**config.mk**
```make
export PLATFORM = sky130hd
export DESIGN_NAME = vga_fetch
export DESIGN_NICKNAME = d
export VERILOG_FILES = /design/src/rtl/vga_fetch.sv
export SDC_FILE = /design/constraint.sdc
export NUM_CORES = 1
export LEC_CHECK = 0
export ABC_AREA = 1
export CAP_MARGIN = 0
export CORE_UTILIZATION = 30
export CTS_CLUSTER_SIZE = 12
export DETAILED_ROUTE_END_ITERATION = 6
export GPL_TIMING_DRIVEN = 1
export HOLD_SLACK_MARGIN = 0.05
export SETUP_SLACK_MARGIN = 0.05
export SYNTH_ARGS = -nofsm -noshare
export SYNTH_HDL_FRONTEND = slang
export SYNTH_SLANG_ARGS = --single-unit
```
**constraint.sdc**
```tcl
create_clock -name clk -period 2.81 [get_ports clk]
set_input_delay 0.4215 -clock clk [delete_from_list [all_inputs] [get_ports clk]]
set_output_delay 0.4215 -clock clk [all_outputs]
set_load 0.02 [all_outputs]
```
**src/rtl/vga_fetch.sv**
```systemverilog
// vga_fetch: framebuffer prefetch stage ahead of the VGA timing generator.
// Fetches 16-bit pixel words over a single-outstanding req/ack bus into a
// small FIFO and presents the head word on pixel_data. The fetch address
// rewinds to BASE_ADDR on every frame restart (end_of_line && end_of_frame).
// Optional feature macro: VGA_FETCH_UNDERRUN_EN enables the sticky underrun
// flag; when it is undefined the flag is tied low.
module vga_fetch #(
    parameter int BASE_ADDR       = 0,
    parameter int ADDR_W          = 15,
    parameter int WORDS_PER_FRAME = 30050,
    parameter int FIFO_DEPTH      = 4
) (
    input  logic              clk,
    input  logic              reset,
    input  logic              new_data,
    input  logic              end_of_line,
    input  logic              end_of_frame,
    output logic [15:0]       pixel_data,
    output logic              mem_req,
    output logic [ADDR_W-1:0] mem_addr,
    input  logic              mem_ack,
    input  logic [15:0]       mem_rdata,
    output logic              underrun
);

    localparam int PTR_W = $clog2(FIFO_DEPTH);
    localparam int CNT_W = PTR_W + 1;
    localparam int FC_W  = $clog2(WORDS_PER_FRAME + 1);

    localparam logic [CNT_W-1:0]  DEPTH_C = CNT_W'(FIFO_DEPTH);
    localparam logic [FC_W-1:0]   WPF_C   = FC_W'(WORDS_PER_FRAME);
    localparam logic [ADDR_W-1:0] BASE_C  = ADDR_W'(BASE_ADDR);

    // Fetch FSM encoding
    localparam logic [1:0] ST_IDLE  = 2'd0;
    localparam logic [1:0] ST_REQ   = 2'd1;
    localparam logic [1:0] ST_DRAIN = 2'd2;

    logic [1:0]        state;
    logic [1:0]        state_nxt;

    logic [15:0]       fifo_mem [FIFO_DEPTH];
    logic [PTR_W-1:0]  rd_ptr;
    logic [PTR_W-1:0]  wr_ptr;
    logic [CNT_W-1:0]  count;
    logic [CNT_W-1:0]  count_nxt;

    logic [ADDR_W-1:0] fetch_addr;
    logic [FC_W-1:0]   fetched;

    logic              restart;
    logic              push;
    logic              pop;
    logic              start_req;

    // Event decode: restart, FIFO push/pop and request launch for this cycle
    always_comb begin
        restart   = end_of_line && end_of_frame;
        // Data acked while in DRAIN, or coinciding with a restart, belongs
        // to the old frame and is dropped.
        push      = (state == ST_REQ) && mem_ack && !restart;
        // A pop on an empty FIFO moves nothing; restart swallows new_data.
        pop       = new_data && !restart && (count != '0);
        start_req = (state == ST_IDLE) && !restart &&
                    (count < DEPTH_C) && (fetched < WPF_C);
    end

    // Fetch FSM next-state logic
    always_comb begin
        state_nxt = state;
        case (state)
            ST_IDLE: begin
                if (start_req) begin
                    state_nxt = ST_REQ;
                end
            end
            ST_REQ: begin
                if (mem_ack) begin
                    state_nxt = ST_IDLE;
                end else if (restart) begin
                    // The bus transaction cannot be abandoned, so wait it out.
                    state_nxt = ST_DRAIN;
                end
            end
            ST_DRAIN: begin
                if (mem_ack) begin
                    state_nxt = ST_IDLE;
                end
            end
            default: begin
                state_nxt = ST_IDLE;
            end
        endcase
    end

    // FSM state and bus request/address registers
    always_ff @(posedge clk) begin
        if (!reset) begin
            state    <= ST_IDLE;
            mem_req  <= 1'b0;
            mem_addr <= BASE_C;
        end else begin
            state   <= state_nxt;
            // Request is high in REQ and DRAIN; every ack returns to IDLE,
            // which guarantees at least one low cycle between requests.
            mem_req <= (state_nxt != ST_IDLE);
            if (start_req) begin
                mem_addr <= fetch_addr;
            end
        end
    end

    // FIFO occupancy next value from the push/pop combination
    always_comb begin
        count_nxt = count;
        case ({push, pop})
            2'b10:   count_nxt = count + CNT_W'(1);
            2'b01:   count_nxt = count - CNT_W'(1);
            default: count_nxt = count;
        endcase
    end

    // FIFO pointers and occupancy, cleared by reset and frame restart
    always_ff @(posedge clk) begin
        if (!reset) begin
            rd_ptr <= '0;
            wr_ptr <= '0;
            count  <= '0;
        end else if (restart) begin
            rd_ptr <= '0;
            wr_ptr <= '0;
            count  <= '0;
        end else begin
            if (push) begin
                wr_ptr <= wr_ptr + PTR_W'(1);
            end
            if (pop) begin
                rd_ptr <= rd_ptr + PTR_W'(1);
            end
            count <= count_nxt;
        end
    end

    // FIFO storage; contents need no reset because count gates the output
    always_ff @(posedge clk) begin
        if (push) begin
            fifo_mem[wr_ptr] <= mem_rdata;
        end
    end

    // Fetch address and per-frame word counter, rewound on frame restart
    always_ff @(posedge clk) begin
        if (!reset) begin
            fetch_addr <= BASE_C;
            fetched    <= '0;
        end else if (restart) begin
            fetch_addr <= BASE_C;
            fetched    <= '0;
        end else if (push) begin
            fetch_addr <= fetch_addr + ADDR_W'(1);
            if (fetched != WPF_C) begin
                fetched <= fetched + FC_W'(1);
            end
        end
    end

    assign pixel_data = (count == '0) ? 16'h0000 : fifo_mem[rd_ptr];

`ifdef VGA_FETCH_UNDERRUN_EN
    logic pop_empty;

    assign pop_empty = new_data && !restart && (count == '0);

    // Sticky underrun flag; only reset clears it, restart leaves it alone
    always_ff @(posedge clk) begin
        if (!reset) begin
            underrun <= 1'b0;
        end else if (pop_empty) begin
            underrun <= 1'b1;
        end
    end
`else
    assign underrun = 1'b0;
`endif

endmodule
```
==> flow_metrics.py <==
metrics = {
    "die": {
        "dieArea_mm2": 0.01870,
        "start_util": 0.3106,
        "io_pins": 55,
        "die_w_um": 136.8,
        "die_y_um": 136.8,
        "core_area_mm2": 0.01754,
        "num_rows": 48,
    },
    "pwr": {
        "power_density_mw_per_mm2": 658.5,
        "ir_drop_mv": 0.3775,
        "p_total_mw": 4.542,
        "leakagePower_nw": 2.486,
    },
    "setup_path": {
        "worstPathMaxFanout": 26,
        "crit_required_ns": 2.39,
        "cp.arrival_ns": 2.16,
        "startpoint_type": "flip-flop",
        "cp-end-kind": "output port",
        "timing_worst_setup_path_type": "reg2out",
    },
    "clock_network": {
        "root_buffer": "clkbuf_16",
        "cts_max_path_buffers": 2,
        "cts.sinks": 121,
        "cts_tree": "done",
        "htreeDepth": 4,
        "clk_latency_ns": 0.41,
        "path_clk_slew_ns": 0.06,
        "cts_buffers": 17,
        "hold_buffers": 0,
    },
    "logic_synthesis": {
        "synth.top_cells.by_area": "edfxtp_1, dfxtp_1, nor2_1, nand2_1, o21ai_0",
        "ys_types": 31,
        "ys_seq_area_frac": 0.5622,
        "synth_common_cells": "nor2_1, nand2_1, edfxtp_1, dfxtp_1, inv_1",
        "synth_area_per_cell_um2": 8.525,
        "synthArstFlopShare": 0,
        "synth_top_area_share": 0.3528,
        "synth.most_common_cell": "nor2_1",
        "syn_area_mm2": 0.005448,
        "ys_ff_latch": 121,
        "synthesis.nets": 670,
        "ys.flop_type": "edfxtp_1",
        "yosys.area.top_type": "edfxtp_1",
        "yosys_warnings": 0,
        "synth_edf_count": 64,
        "synthCells": 639,
    },
    "place": {
        "dp_hpwl_um": 8040,
        "dp_slack_ns": 0.4311,
        "port_buffers": 53,
        "placed_cell_area_mm2": 0.006269,
        "place_inst": 908,
        "gp_congestion": 0.8794,
    },
    "grt": {
        "grt_pass1_wl_um": 20180,
        "grt_usage": 0.1421,
        "grt_max_degree": 27,
        "grt_antenna_before_repair": 0,
        "grt_pass1_vias": 4115,
        "grt_remaining_overflow": 0,
    },
    "drt": {
        "drc": 0,
        "routedWlPerCell_um": 12.94,
        "drt-total-wl_um": 12190,
        "final_antenna_net_count": 0,
        "via_per_inst": 4.545,
        "dr.pass1.iters": 4,
        "drt-initial-drc-count": 248,
        "wl_met3_um": 457,
        "met2_length_um": 5803,
        "routed.top_layer": "met4",
        "met1_length_um": 5724,
        "num_vias": 4281,
    },
    "timing": {
        "rsz0062_at_grt": "no",
        "worst_slew_pin_slew_ns": 0.5994,
        "drv_slew": 0,
        "clock.fmax_ghz": 0.3881,
        "fin_crit_sh": 0.9170,
        "max_slew_margin": 0.5999,
        "min_period_ns": 2.577,
        "setup_viol": 0,
        "whs_ns": 0.4837,
        "fin_ws_ns": 0.2333,
        "tns_ns": 0,
        "hold_viol": 0,
        "finClkSkew_ns": 0.006028,
    },
    "outcome": {
        "status": "completed",
    },
    "cells_and_area": {
        "finalNonFillerCells": 942,
        "n_antenna_cell": 0,
        "drive_above_1_share": 0.08787,
        "areaGrowthSynthToFinish_pct": 26.62,
        "final_area_mm2": 0.006898,
        "final_util": 0.3933,
        "nets": 735,
    },
    "job": {
        "maxCapViolations": 0,
    },
    "worst_hold_path": {
        "hp-class": "reg2reg",
    },
}
-- cell type report --
class / instances / area (um2)
clock buffer: 18 / 439.2
clock inverter: 14 / 163.9
fill: 1767 / 10640
inverter: 55 / 210.2
multi-input combinational: 437 / 2047
sequential: 121 / 3064
tap: 225 / 281.5
timing repair buffer: 72 / 691.9
-- critical path: stages, from the launching register on --
cell	delay, ns
dfxtp_2	0.43
buf_6	0.25
nor2_1	0.07
nor2_1	0.07
o21ai_0	0.08
a21oi_1	0.19
clkdlybuf4s50_1	0.63
-- cell families (layout without fill, tap and decap cells) --
| group | count (synthesis) | after routing | share of synthesized area |
|---|---|---|---|
| XOR/XNOR | 5 | 5 | 0.008038 |
| AND/OR/NAND/NOR | 324 | 324 | 0.2517 |
| AO/OA/AOI/OAI | 98 | 98 | 0.09325 |
| other | 1 | 1 | 0.0006884 |
| buffers and inverters | 81 | 159 | 0.06201 |
| flip-flops | 121 | 121 | 0.5622 |
| adder cells (fa/ha/maj) | 9 | 9 | 0.02205 |
-- layout by cell type (no fill, tap or decap), types with 2 or more instances in the layout --
| cell type | netlist | layout |
|---|---|---|
| ha_1 | 8 | 8 |
| o21a_1 | 2 | 2 |
| edfxtp_1 | 64 | 64 |
| o21ai_0 | 49 | 49 |
| nand4_1 | 32 | 32 |
| nand2_1 | 105 | 105 |
| clkinvlp_4 | 0 | 3 |
| inv_6 | 0 | 4 |
| clkdlybuf4s50_1 | 0 | 52 |
| nor3_1 | 5 | 5 |
| xor2_1 | 5 | 5 |
| dfxtp_1 | 57 | 56 |
| nor2_1 | 151 | 151 |
| buf_4 | 2 | 17 |
| nand2_2 | 3 | 3 |
| clkinv_4 | 0 | 3 |
| inv_1 | 53 | 52 |
| a21oi_1 | 45 | 45 |
| nand3_1 | 22 | 22 |
| inv_8 | 0 | 2 |
| clkbuf_16 | 0 | 17 |
| bufinv_16 | 0 | 2 |
-- flip-flops by register name (all words and copies together) (netlist names), named ones only --
signal and flops:
fetched 15, fifo_mem 64, mem_addr 15, count 3, rd_ptr 2, wr_ptr 2
mem_req 1, state 2, fetch_addr 15
-- per-layer routing --
metal  up-vias  GRT usage
met5         -          0
met4         0    0.05370
met3        16    0.03778
met2        76     0.2377
met1      1937     0.1742
li1       2252          -
-- final timing paths --
| kind | cells after the start | from | to | slack [ns] |
|---|---|---|---|---|
| min reg2reg | 2 | mem_addr[0]$_SDFFE_PN0P_ | mem_addr[0]$_SDFFE_PN0P_ | 0.48 |
| max | 6 | flip-flop | pixel_data[11] | 0.23 |
| max reg2reg | 10 | count[2]$_SDFFE_PP0P_ | count[2]$_SDFFE_PP0P_ | 0.80 |
| min | 2 | mem_addr[0]$_SDFFE_PN0P_ | mem_addr[0]$_SDFFE_PN0P_ | 0.48 |
-- power by group --
group / switching [mW] / internal [mW] / leakage (nW) / total, mW
sequential: 0.0237 / 1.91 / 1.04 / 1.93
clock: 0.849 / 1.35 / 0.292 / 2.20
combinational: 0.233 / 0.172 / 1.15 / 0.405
total: 1.11 / 3.44 / 2.49 / 4.54
-- repair_timing --
action	4_1_cts	5_1_grt
pin swaps	0	0
setup endpoints to repair	1	8
endpoints found under the hold margin	0	0
resized for setup	1	3
buffers inserted	0	2
Power figures use the tool's default switching activity.
==> RTL edit (same settings) <==
`ADDR_W`: 15 -> 16.
--- a/src/rtl/vga_fetch.sv
+++ b/src/rtl/vga_fetch.sv
@@ -7,5 +7,5 @@
 module vga_fetch #(
     parameter int BASE_ADDR       = 0,
-    parameter int ADDR_W          = 15,
+    parameter int ADDR_W          = 16,
     parameter int WORDS_PER_FRAME = 30050,
     parameter int FIFO_DEPTH      = 4
Interface: changed (resized mem_addr); port bits go from 55 to 56. The function was not compared with the original's and may differ.
==> RTL edit against the unedited design <==
The run now ends with DRC left; sequential cell count grew 2; critical path type unchanged; wire length shrank 0.39%; worst hold slack lost 0.015 ns; area after synthesis grew 2.3%; clock power shrank 8%; total power shrank 4.8%; die area grew 2.3%; sequential share of layout area grew 0.12 points; cell area grew 1.0%; count of clock-buffer cells in the layout grew 3; setup slack gained 0.060 ns; critical path depth shrank 1.
==> RTL edit: results (changes against the unedited design) <==
[synthesis]
synthesis.nets=704  ; +5.1%
synth.area.top_cells=edfxtp_1 (34%), dfxtp_1 (21%), nor2_1 (11%), nand2_1 (8.5%), o21ai_0 (4.6%)
yosysSeqAreaShare_pct=55.7  ; -0.57 points
synth_compound_area_share_pct=9.31  ; -0.011 points
synth-xor-area-share_pct=0.943  ; +0.14 points
netlist_top_cells_count=nor2_1 (163), nand2_1 (126), edfxtp_1 (64)
synth-main-ff-cell=edfxtp_1
netlist-cell-type-count=35  ; +13%
synth_top_family_by_area=simple AND/OR/NAND/NOR gates
synth-adder-area-share_pct=2.15  ; -0.050 points

[status]
status=finished, violations left
violations=DRC

[detailed_routing]
dr.pass1.iters=6  ; +2
wl_met1_mm=5.64  ; -1.4%
drc=10  ; +10
drtIter0Drc=262  ; +5.6%
wl_mm=12.1  ; -0.39%
wl_met2_mm=5.91  ; +1.9%
vias=4392  ; +2.6%
wl_met3_um=460  ; +0.66%

[finish]
num-fill-cells=1814  ; +2.7%
clock_area_share_pct=7.99  ; -0.75 points
layout-drive-gt1-share_pct=7.10  ; -1.7 points
buf_share_pct=9.71  ; -0.32 points
nNonClkBuffers=70  ; -2.8%
n_all_inverters=59  ; +7.3%
multi_input_area_share_pct=30.5  ; +0.79 points
nets=765  ; +4.1%
multi_input_comb_cells=463  ; +5.9%

[power_and_ir_drop]
intPower_mw=3.34  ; -2.9%
power_leakage_nw=2.52  ; +1.2%
powerComb_uw=348  ; -14%
ir_worst_vdd_mv=0.404  ; +7.0%

[timing]
fin_worst_skew_ns=0.0167  ; +0.0106 ns
worst_pin_slew_ns=0.685  ; +0.0859 ns

[setup_path]
crit_fanout=16  ; -38%
cp_slowest_stage_delay_ns=0.63  ; about the same
crit_arrival_ns=2.10  ; -0.06 ns

[global_route]
use_met3_pct=3.67  ; -0.11 points
grt_max_degree=29  ; +7.4%
met2_usage_pct=23.6  ; -0.21 points
use_met1_pct=16.1  ; -1.3 points
first_global_vias=4227  ; +2.7%
grt_first_pass_wirelength_mm=20.5  ; +1.6%
track_usage_pct=13.6  ; -0.65 points

[cts]
cts_sinks=123  ; +1.7%
cts-root-buf=clkbuf_16
cts_resized=0  ; -1

[place]
dp_hpwl_mm=8.04  ; about the same
port_buffers=54  ; +1.9%
finalWeightedCongestion=0.800  ; -9.1%

## RTL edit: cell count changes in the layout (fill, tap and decap cells not counted), sizes merged, moves of 3 or more
cell	before	now
nand2	108	127
nor2	153	165
buf	19	16
clkbuf	18	21
nand3	22	19
nand4	32	23
## RTL edit: path summary, 6_finish.rpt
kind / from / to / slack [ns] / cells past startpoint
worst max-delay path: register / pixel_data[4] / 0.29 / 5
worst max register to register: count[2] / count[2] / 0.80 / 10
worst min register to register: fetch_addr[4] / fetch_addr[4] / 0.47 / 2
worst min-delay path: fetch_addr[4] / fetch_addr[4] / 0.47 / 2
## RTL edit: through the flow
stage               cells  total power [mW]  setup slack [ns]  util [%]  area (um2)
global route          976              4.49             0.115      38.5        6970
CTS                   976              4.39             0.139      38.5        6960
global placement      944              2.34             0.455      35.4        6410
finish                976              4.33             0.293      38.5        6970
detailed placement    944              2.34             0.446      35.4        6410
floorplan             673              2.19             0.537         -        5580
